===== src/rtl/uart_pkg.sv =====
`default_nettype none
// ============================================================================
//  Module      : uart_pkg
//  Description : Shared UART types and line-level constants for the TX framer
//                and its parity helper.
//  Revision    : 1.0 - initial release
// ============================================================================
package uart_pkg;

    // Transmit framer states, in the order they appear on the line.
    typedef enum logic [2:0] {
        IDLE   = 3'd0,
        START  = 3'd1,
        DATA   = 3'd2,
        PARITY = 3'd3,
        STOP   = 3'd4
    } tx_state_e;

    // Line levels for the framing bits.
    localparam logic START_BIT = 1'b0;
    localparam logic STOP_BIT  = 1'b1;

    // Parity type selector encoding.
    localparam logic PAR_EVEN  = 1'b0;
    localparam logic PAR_ODD   = 1'b1;

endpackage : uart_pkg
`default_nettype wire


===== src/rtl/uart_parity_calc.sv =====
`default_nettype none
// ============================================================================
//  Module      : uart_parity_calc
//  Description : Combinational parity generator. Even parity is the XOR of
//                the data bits; odd parity is its complement.
//  Revision    : 1.0 - initial release
// ============================================================================
module uart_parity_calc
    import uart_pkg::*;
#(
    parameter int DATA_WIDTH = 8
) (
    input  logic [DATA_WIDTH-1:0] data,
    input  logic                  par_typ,
    output logic                  parity_bit
);

    logic w_xor;

    // Reduce the data word, then invert for odd parity.
    always_comb begin
        w_xor      = ^data;
        parity_bit = (par_typ == PAR_ODD) ? ~w_xor : w_xor;
    end

endmodule : uart_parity_calc
`default_nettype wire


===== src/rtl/uart_tx_frame.sv =====
`default_nettype none
// ============================================================================
//  Module      : uart_tx_frame
//  Description : UART transmit framer. Serialises a parallel word as start
//                bit, LSB-first data, optional parity and one stop bit, one
//                bit per CLK (CLK is already the baud-rate bit clock).
//                TX_OUT and busy come straight from flops; their next values
//                are decoded from the next state so the line changes on the
//                same edge the FSM moves.
//  Revision    : 1.0 - initial release
// ============================================================================
module uart_tx_frame
    import uart_pkg::*;
#(
    parameter int DATA_WIDTH = 8
) (
    input  logic                  CLK,
    input  logic                  RST,
    input  logic [DATA_WIDTH-1:0] P_DATA,
    input  logic                  DATA_VALID,
    input  logic                  PAR_EN,
    input  logic                  PAR_TYP,
    output logic                  TX_OUT,
    output logic                  busy
);

    // A one-bit word still needs a one-bit counter.
    localparam int CNT_W = (DATA_WIDTH > 1) ? $clog2(DATA_WIDTH) : 1;
    localparam logic [CNT_W-1:0] C_CNT_LAST = CNT_W'(DATA_WIDTH - 1);
    localparam logic [CNT_W-1:0] C_CNT_ONE  = CNT_W'(1);

    tx_state_e             r_state;
    tx_state_e             w_state_nxt;
    logic [DATA_WIDTH-1:0] r_data;
    logic                  r_parity;
    logic                  r_par_en;
    logic [CNT_W-1:0]      r_cnt;
    logic [CNT_W-1:0]      w_cnt_nxt;
    logic [CNT_W-1:0]      w_cnt_inc;
    logic                  w_tx_nxt;
    logic                  w_busy_nxt;
    logic                  w_parity;
    logic                  w_accept;

    // Parity is worked out from the incoming word on the accept edge and
    // stored, so later changes on P_DATA/PAR_TYP cannot disturb the frame.
    uart_parity_calc #(
        .DATA_WIDTH (DATA_WIDTH)
    ) u_parity (
        .data       (P_DATA),
        .par_typ    (PAR_TYP),
        .parity_bit (w_parity)
    );

    assign w_accept  = (r_state == IDLE) && DATA_VALID;
    assign w_cnt_inc = r_cnt + C_CNT_ONE;

    // Next-state, next-counter and next-line-level decode.
    always_comb begin
        w_state_nxt = r_state;
        w_cnt_nxt   = r_cnt;
        w_tx_nxt    = STOP_BIT;
        w_busy_nxt  = 1'b0;
        case (r_state)
            IDLE: begin
                if (DATA_VALID) begin
                    w_state_nxt = START;
                    w_tx_nxt    = START_BIT;
                    w_busy_nxt  = 1'b1;
                end
            end
            START: begin
                w_state_nxt = DATA;
                w_cnt_nxt   = '0;
                w_tx_nxt    = r_data[0];
                w_busy_nxt  = 1'b1;
            end
            DATA: begin
                w_busy_nxt = 1'b1;
                if (r_cnt == C_CNT_LAST) begin
                    w_cnt_nxt = '0;
                    if (r_par_en) begin
                        w_state_nxt = PARITY;
                        w_tx_nxt    = r_parity;
                    end else begin
                        w_state_nxt = STOP;
                        w_tx_nxt    = STOP_BIT;
                    end
                end else begin
                    w_cnt_nxt = w_cnt_inc;
                    w_tx_nxt  = r_data[w_cnt_inc];
                end
            end
            PARITY: begin
                w_state_nxt = STOP;
                w_tx_nxt    = STOP_BIT;
                w_busy_nxt  = 1'b1;
            end
            STOP: begin
                // Line stays high into IDLE; busy drops with the move.
                w_state_nxt = IDLE;
                w_tx_nxt    = STOP_BIT;
                w_busy_nxt  = 1'b0;
            end
            default: begin
                w_state_nxt = IDLE;
                w_cnt_nxt   = '0;
            end
        endcase
    end

    // State, counter and registered outputs; reset aborts any frame.
    always_ff @(posedge CLK) begin
        if (!RST) begin
            r_state <= IDLE;
            r_cnt   <= '0;
            TX_OUT  <= STOP_BIT;
            busy    <= 1'b0;
        end else begin
            r_state <= w_state_nxt;
            r_cnt   <= w_cnt_nxt;
            TX_OUT  <= w_tx_nxt;
            busy    <= w_busy_nxt;
        end
    end

    // Frame payload: captured once at accept and held for the whole frame.
    always_ff @(posedge CLK) begin
        if (!RST) begin
            r_data   <= '0;
            r_parity <= 1'b0;
            r_par_en <= 1'b0;
        end else if (w_accept) begin
            r_data   <= P_DATA;
            r_parity <= w_parity;
            r_par_en <= PAR_EN;
        end
    end

endmodule : uart_tx_frame
`default_nettype wire

===== config.mk =====
export PLATFORM = sky130hd
export DESIGN_NAME = uart_tx_frame
export DESIGN_NICKNAME = d
export VERILOG_FILES = /design/src/rtl/uart_pkg.sv /design/src/rtl/uart_parity_calc.sv /design/src/rtl/uart_tx_frame.sv
export SDC_FILE = /design/constraint.sdc
export NUM_CORES = 1
export LEC_CHECK = 0
export BUFFER_PORTS_ARGS = -buffer_cell sky130_fd_sc_hd__buf_2
export CAP_MARGIN = 10
export CORE_ASPECT_RATIO = 1.75
export CORE_MARGIN = 2
export CORE_UTILIZATION = 25
export DETAILED_ROUTE_END_ITERATION = 8
export SETUP_SLACK_MARGIN = 0.15
export SLEW_MARGIN = 20
export SYNTH_ARGS = -nofsm -noshare
export SYNTH_HDL_FRONTEND = slang
export SYNTH_SLANG_ARGS = --single-unit

===== constraint.sdc =====
create_clock -name CLK -period 2 [get_ports CLK]
set_clock_uncertainty 0.15 [all_clocks]
set_input_delay 0.1 -clock CLK [delete_from_list [all_inputs] [get_ports CLK]]
set_output_delay 0.1 -clock CLK [all_outputs]
set_load 0.005 [all_outputs]

* Yosys cells after proc, flatten, opt, wreduce, memory -nomap -nowiden
Cells that the tools add are included.
** Cells by class
- Add/sub/neg operators :: 1
- Order comparisons :: 1
- Mux-type cells :: 15
- Reduce and logical (&&, ||, !) cells :: 6
- Equality and inequality tests :: 7
- Bitwise operators :: 1
** Operators by type and width (count)
- $mux 3 :: 4
- $pmux 3 s4 :: 1
- $reduce_xor 8->1 :: 1
- $eq 3x2->1 const B :: 2
- $eq 3x3->1 const B :: 2
- $mux 1 :: 6
- $pmux 3 s2 :: 1
- $reduce_or 3->1 :: 2
- $lt 3x4->1 const B :: 1
- $ne 2x2->1 const B :: 2
- $add 3x1->3 const B :: 1
- $bmux 1 s3 :: 1
- $eq 3x1->1 const B :: 1
- $logic_not 3->1 :: 1
- $pmux 1 s3 :: 1
- $pmux 1 s2 :: 1
- $reduce_and 2->1 :: 1
- $logic_and 1x1->1 :: 1
- $not 1->1 :: 1
** Storage, ports and cells
- Input port bits :: 13
- Word-level logic and storage cells :: 38
- Flip-flop bits (word level) :: 18
- Output and inout bits :: 2

* Longest topological paths before layout
- Depth in word-level cells :: 5
- Mapped depth :: 6
- Depth with buffers taken out :: 6

* By module
From an unflattened synthesis, not the netlist that was laid out.
** Unflattened totals
- Cell total of the unflattened synthesis :: 106
- Area total of the unflattened synthesis :: 967.2 um^2
** Modules (own cells, without submodules)
- uart_tx_frame :: instances 1, cells each 99, area an instance 884.6 um^2
- uart_parity_calc :: instances 1, cells each 7, area an instance 82.6 um^2

* Least setup slack after synthesis
Ideal clock, no wire load.
- Path kind :: register -> register
- From :: register r_cnt[0]
- To :: register TX_OUT
- Cell stages (with the launch flop) :: 6
- Required time :: 1.722 ns
- Arrival time :: 1.662 ns
- Path buffers :: 0
- Setup slack :: 0.060 ns
- Library setup time :: 0.128 ns
- Path through :: dfxtp_1 ha_1 mux4_2 mux2_4 o211ai_2 nand4bb_1
** Between the ends
- Longest elaborated chain between the ends :: 5
** Ends and longest elaborated chain
- start, declared :: line uart_tx_frame.sv:37 : logic [CNT_W-1:0] r_cnt;
- start signal, assigned :: line uart_tx_frame.sv:121 : r_cnt <= w_cnt_nxt;
- $add 3x1->3 :: line uart_tx_frame.sv:56 : assign w_cnt_inc = r_cnt + C_CNT_ONE;
- $bmux 1 s3 :: line uart_tx_frame.sv:91 : w_tx_nxt = r_data[w_cnt_inc];
- $mux 1 (implied by the code) :: line uart_tx_frame.sv:91
- $mux 1 (*) :: line uart_tx_frame.sv:80 : if (r_cnt == C_CNT_LAST) begin
- $pmux 1 s3 (*) :: line uart_tx_frame.sv:64 : case (r_state)
- end signal, assigned :: line uart_tx_frame.sv:122 : TX_OUT <= w_tx_nxt;
- end, declared :: line uart_tx_frame.sv:23 : output logic TX_OUT,
Every way passes the cells marked *; elsewhere a longest branch is shown, timed or not. The select of a mux whose other input is x is not followed.
A chain may end at the register's enable or synchronous reset.

* Worst setup path in the final report
Ends and elaborated chain as after synthesis.

==> flow_metrics.py <==
metrics = {
    "status": {
        "status": "finished, final reports clean",
    },
    "placed_design": {
        "gp_congestion": 0.829,
        "port_buffers": 14,
        "dp_hpwl_um": 1480,
        "dpl.cell_count": 159,
    },
    "worst_setup_path": {
        "worst_setup_path_start_kind": "register",
        "crit_chain": "ha_4, mux4_2, mux2_4, o211ai_2, nand4bb_1",
        "critPathKind": "reg -> reg",
        "critPathMaxFanout": 2,
        "required_ps": 1980,
        "crit_family": "multiplexers",
        "worstSetupEndpointType": "register",
        "crit_arrival_ps": 1860,
        "slowest_delay_ps": 480,
        "path_buf_inv": 0,
        "slowest_stage": "mux4_2",
    },
    "route": {
        "routed_wl_um": 2090,
        "route.detailed.drc": 0,
        "drtIter0Drc": 9,
        "viasPerCell": 4.63,
        "wl_per_cell_um": 12.0,
        "drt-pass1-iter-count": 4,
        "drtAntennaViolNets": 0,
        "via_count": 805,
    },
    "clocking": {
        "cts.clk_slew.worst_paths_ps": 60,
        "cts-buffers-inserted": 3,
        "htreeDepth": 1,
        "cts_sinks": 18,
        "clk_latency_ps": 250,
        "root_buffer": "clkbuf_8",
        "cts_tree": "yes",
        "cts_buffer_depth": 2,
    },
    "die": {
        "die_h_um": 85.1,
        "core-area_sq_mm": 0.00363,
        "num_rows": 29,
        "die_w_um": 50.3,
        "initial_core_util_pct": 25.9,
        "dieArea_sq_mm": 0.00428,
        "ioPinCount": 15,
    },
    "grt": {
        "grt.total_usage_pct": 10.9,
        "grt_max_degree": 17,
        "grt_pass1_vias": 873,
        "antenna_found_initial": 0,
        "grt-ovfl-total": 0,
        "grt_pass1_wl_um": 3530,
    },
    "pwr": {
        "p_leak_nw": 0.517,
        "peakVddDrop_v": 0.000269,
        "powerDensity_mw_per_mm2": 686,
    },
    "timing": {
        "fin_tns_setup_ps": 0,
        "hold_viol": 0,
        "post-route-period-util_pct": 93.7,
        "setup_viol": 0,
        "grt_setup_unrepaired": "true",
        "fmax_ghz": 0.534,
        "post-route-min-period_ps": 1870,
        "slew_violations": 0,
        "worstMarginPinSlew_ps": 449,
        "max-slew-margin-rel_pct": 70.0,
    },
    "layout": {
        "layout_common_cells": "19 x nand2_1, 16 x dfxtp_1, 14 x buf_2",
        "syn2layout_area_growth_pct": 32.5,
        "final.fill_count": 391,
        "nets": 145,
        "final_common_cell": "nand2_1",
        "instances_no_fill": 174,
        "insertedDiodeCount": 0,
        "drive_above_1_share_pct": 24.2,
    },
    "yosys": {
        "synthArstFlopShare_pct": 0,
        "synth_seq_area_share_pct": 38.4,
        "syn_inst": 99,
        "synth_nets": 114,
        "synth-simple-area-share_pct": 24.0,
        "synth_fa_ha_area_share_pct": 2.67,
        "muxShareOfSynthArea_pct": 8.67,
        "synth-compound-area-share_pct": 16.4,
        "syn-cell-area_sq_um": 938,
        "yosysUniqueCellTypes": 34,
        "yosysWarningCount": 0,
        "synth_top_flop_cell": "dfxtp_1",
        "syn_avg_cell_area_sq_um": 9.48,
        "synth_top_family_by_area": "simple AND/OR/NAND/NOR gates",
        "ys_seq_elements": 18,
        "synth_xor_area_share_pct": 7.07,
        "synth-edff-count": 0,
    },
    "min_path": {
        "holdCritPathClass": "in -> reg",
    },
    "run": {
        "drv_cap": 0,
    },
}
per-stage QoR:
| step | setup slack (ps) | util [%] | hold slack (ps) | power [mW] | cell area, sq um |
|---|---|---|---|---|---|
| 2_1_floorplan | 139 | - | 76.5 | 0.538 | 952 |
| 3_3_place_gp | 111 | 29.9 | 201 | 0.589 | 1080 |
| 3_5_place_dp | 82.9 | 29.9 | 209 | 0.596 | 1080 |
| 4_1_cts | 127 | 34.2 | 62.8 | 0.862 | 1240 |
| 5_1_grt | 56.1 | 34.3 | 73.7 | 0.901 | 1240 |
| 6_report | 127 | 34.3 | 64.4 | 0.853 | 1240 |
report_power, final:
group / switching (mW) / leakage (nW) / total [mW] / internal (mW)
Sequential: 0.0230 / 0.149 / 0.411 / 0.388
Combinational: 0.0900 / 0.346 / 0.197 / 0.107
Clock: 0.112 / 0.0216 / 0.245 / 0.134
Total: 0.225 / 0.517 / 0.853 / 0.629
repair_timing:
action | CTS | global route
endpoints found under the setup margin | 1 | 1
gates resized for setup | 1 | 1
hold buffers | 10 | 0
cloned | 0 | 0
buffers inserted | 2 | 0
endpoints found under the hold margin | 10 | 0
pin swaps | 2 | 0
final timing paths:
| kind | from | to | slack (ps) | cells after the start |
|---|---|---|---|---|
| worst min-delay path | RST | r_state[2] | 60 | 2 |
| worst max-delay path | r_cnt[0] | TX_OUT | 130 | 5 |
| worst max register to register | r_cnt[0] | TX_OUT | 130 | 5 |
| worst min register to register | r_data[2] | r_data[2] | 310 | 2 |
cell type report:
class | instances | area [sq um] | share of cell area (%)
Clock buffer | 3 | 41.3 | 3.32
Sequential cell | 18 | 365 | 29.4
Inverter | 2 | 7.51 | 0.604
Timing Repair Buffer | 29 | 208 | 16.7
Tap cell | 46 | 57.6 | 4.63
Multi-Input combinational cell | 76 | 564 | 45.4
cell usage after synthesis, types with 2 or more instances:
master,count,area (sq um)
clkbuf_1,2,7.51
ha_1,2,25.0
nor2_1,6,22.5
xor2_1,2,17.5
xnor2_1,3,26.3
o21ai_0,4,20.0
nand3_1,2,10.0
and2_1,2,12.5
a21oi_1,2,10.0
nand2_1,19,71.3
nor2b_1,5,31.3
mux4_2,2,45.0
inv_1,2,7.51
a21boi_1,9,67.6
dfxtp_1,18,360
layer usage:
layer  up-vias  global-route usage, %  wire length (um)
met5         -                      0                 0
met2        17                   19.3              1090
met3         8                   2.11                55
met1       373                   10.8               857
li1        407                      -                 -
met4         0                   8.11                87
logic make-up after synthesis:
| family | after synthesis |
|---|---|
| muxes | 5 |
| buffers and inverters | 5 |
| AOI/OAI and AO/OA | 21 |
| DFF | 18 |
| xor gates and xnor gates | 6 |
| and+or+nand+nor | 42 |
| adders and majority gates | 2 |
sequential cells by signal, indices dropped and copies added, names as in the netlist:
name	cells
r_state	3
r_parity	1
busy	1
r_par_en	1
r_data	8
TX_OUT	1
r_cnt	3
Power figures use the tool's default switching activity.
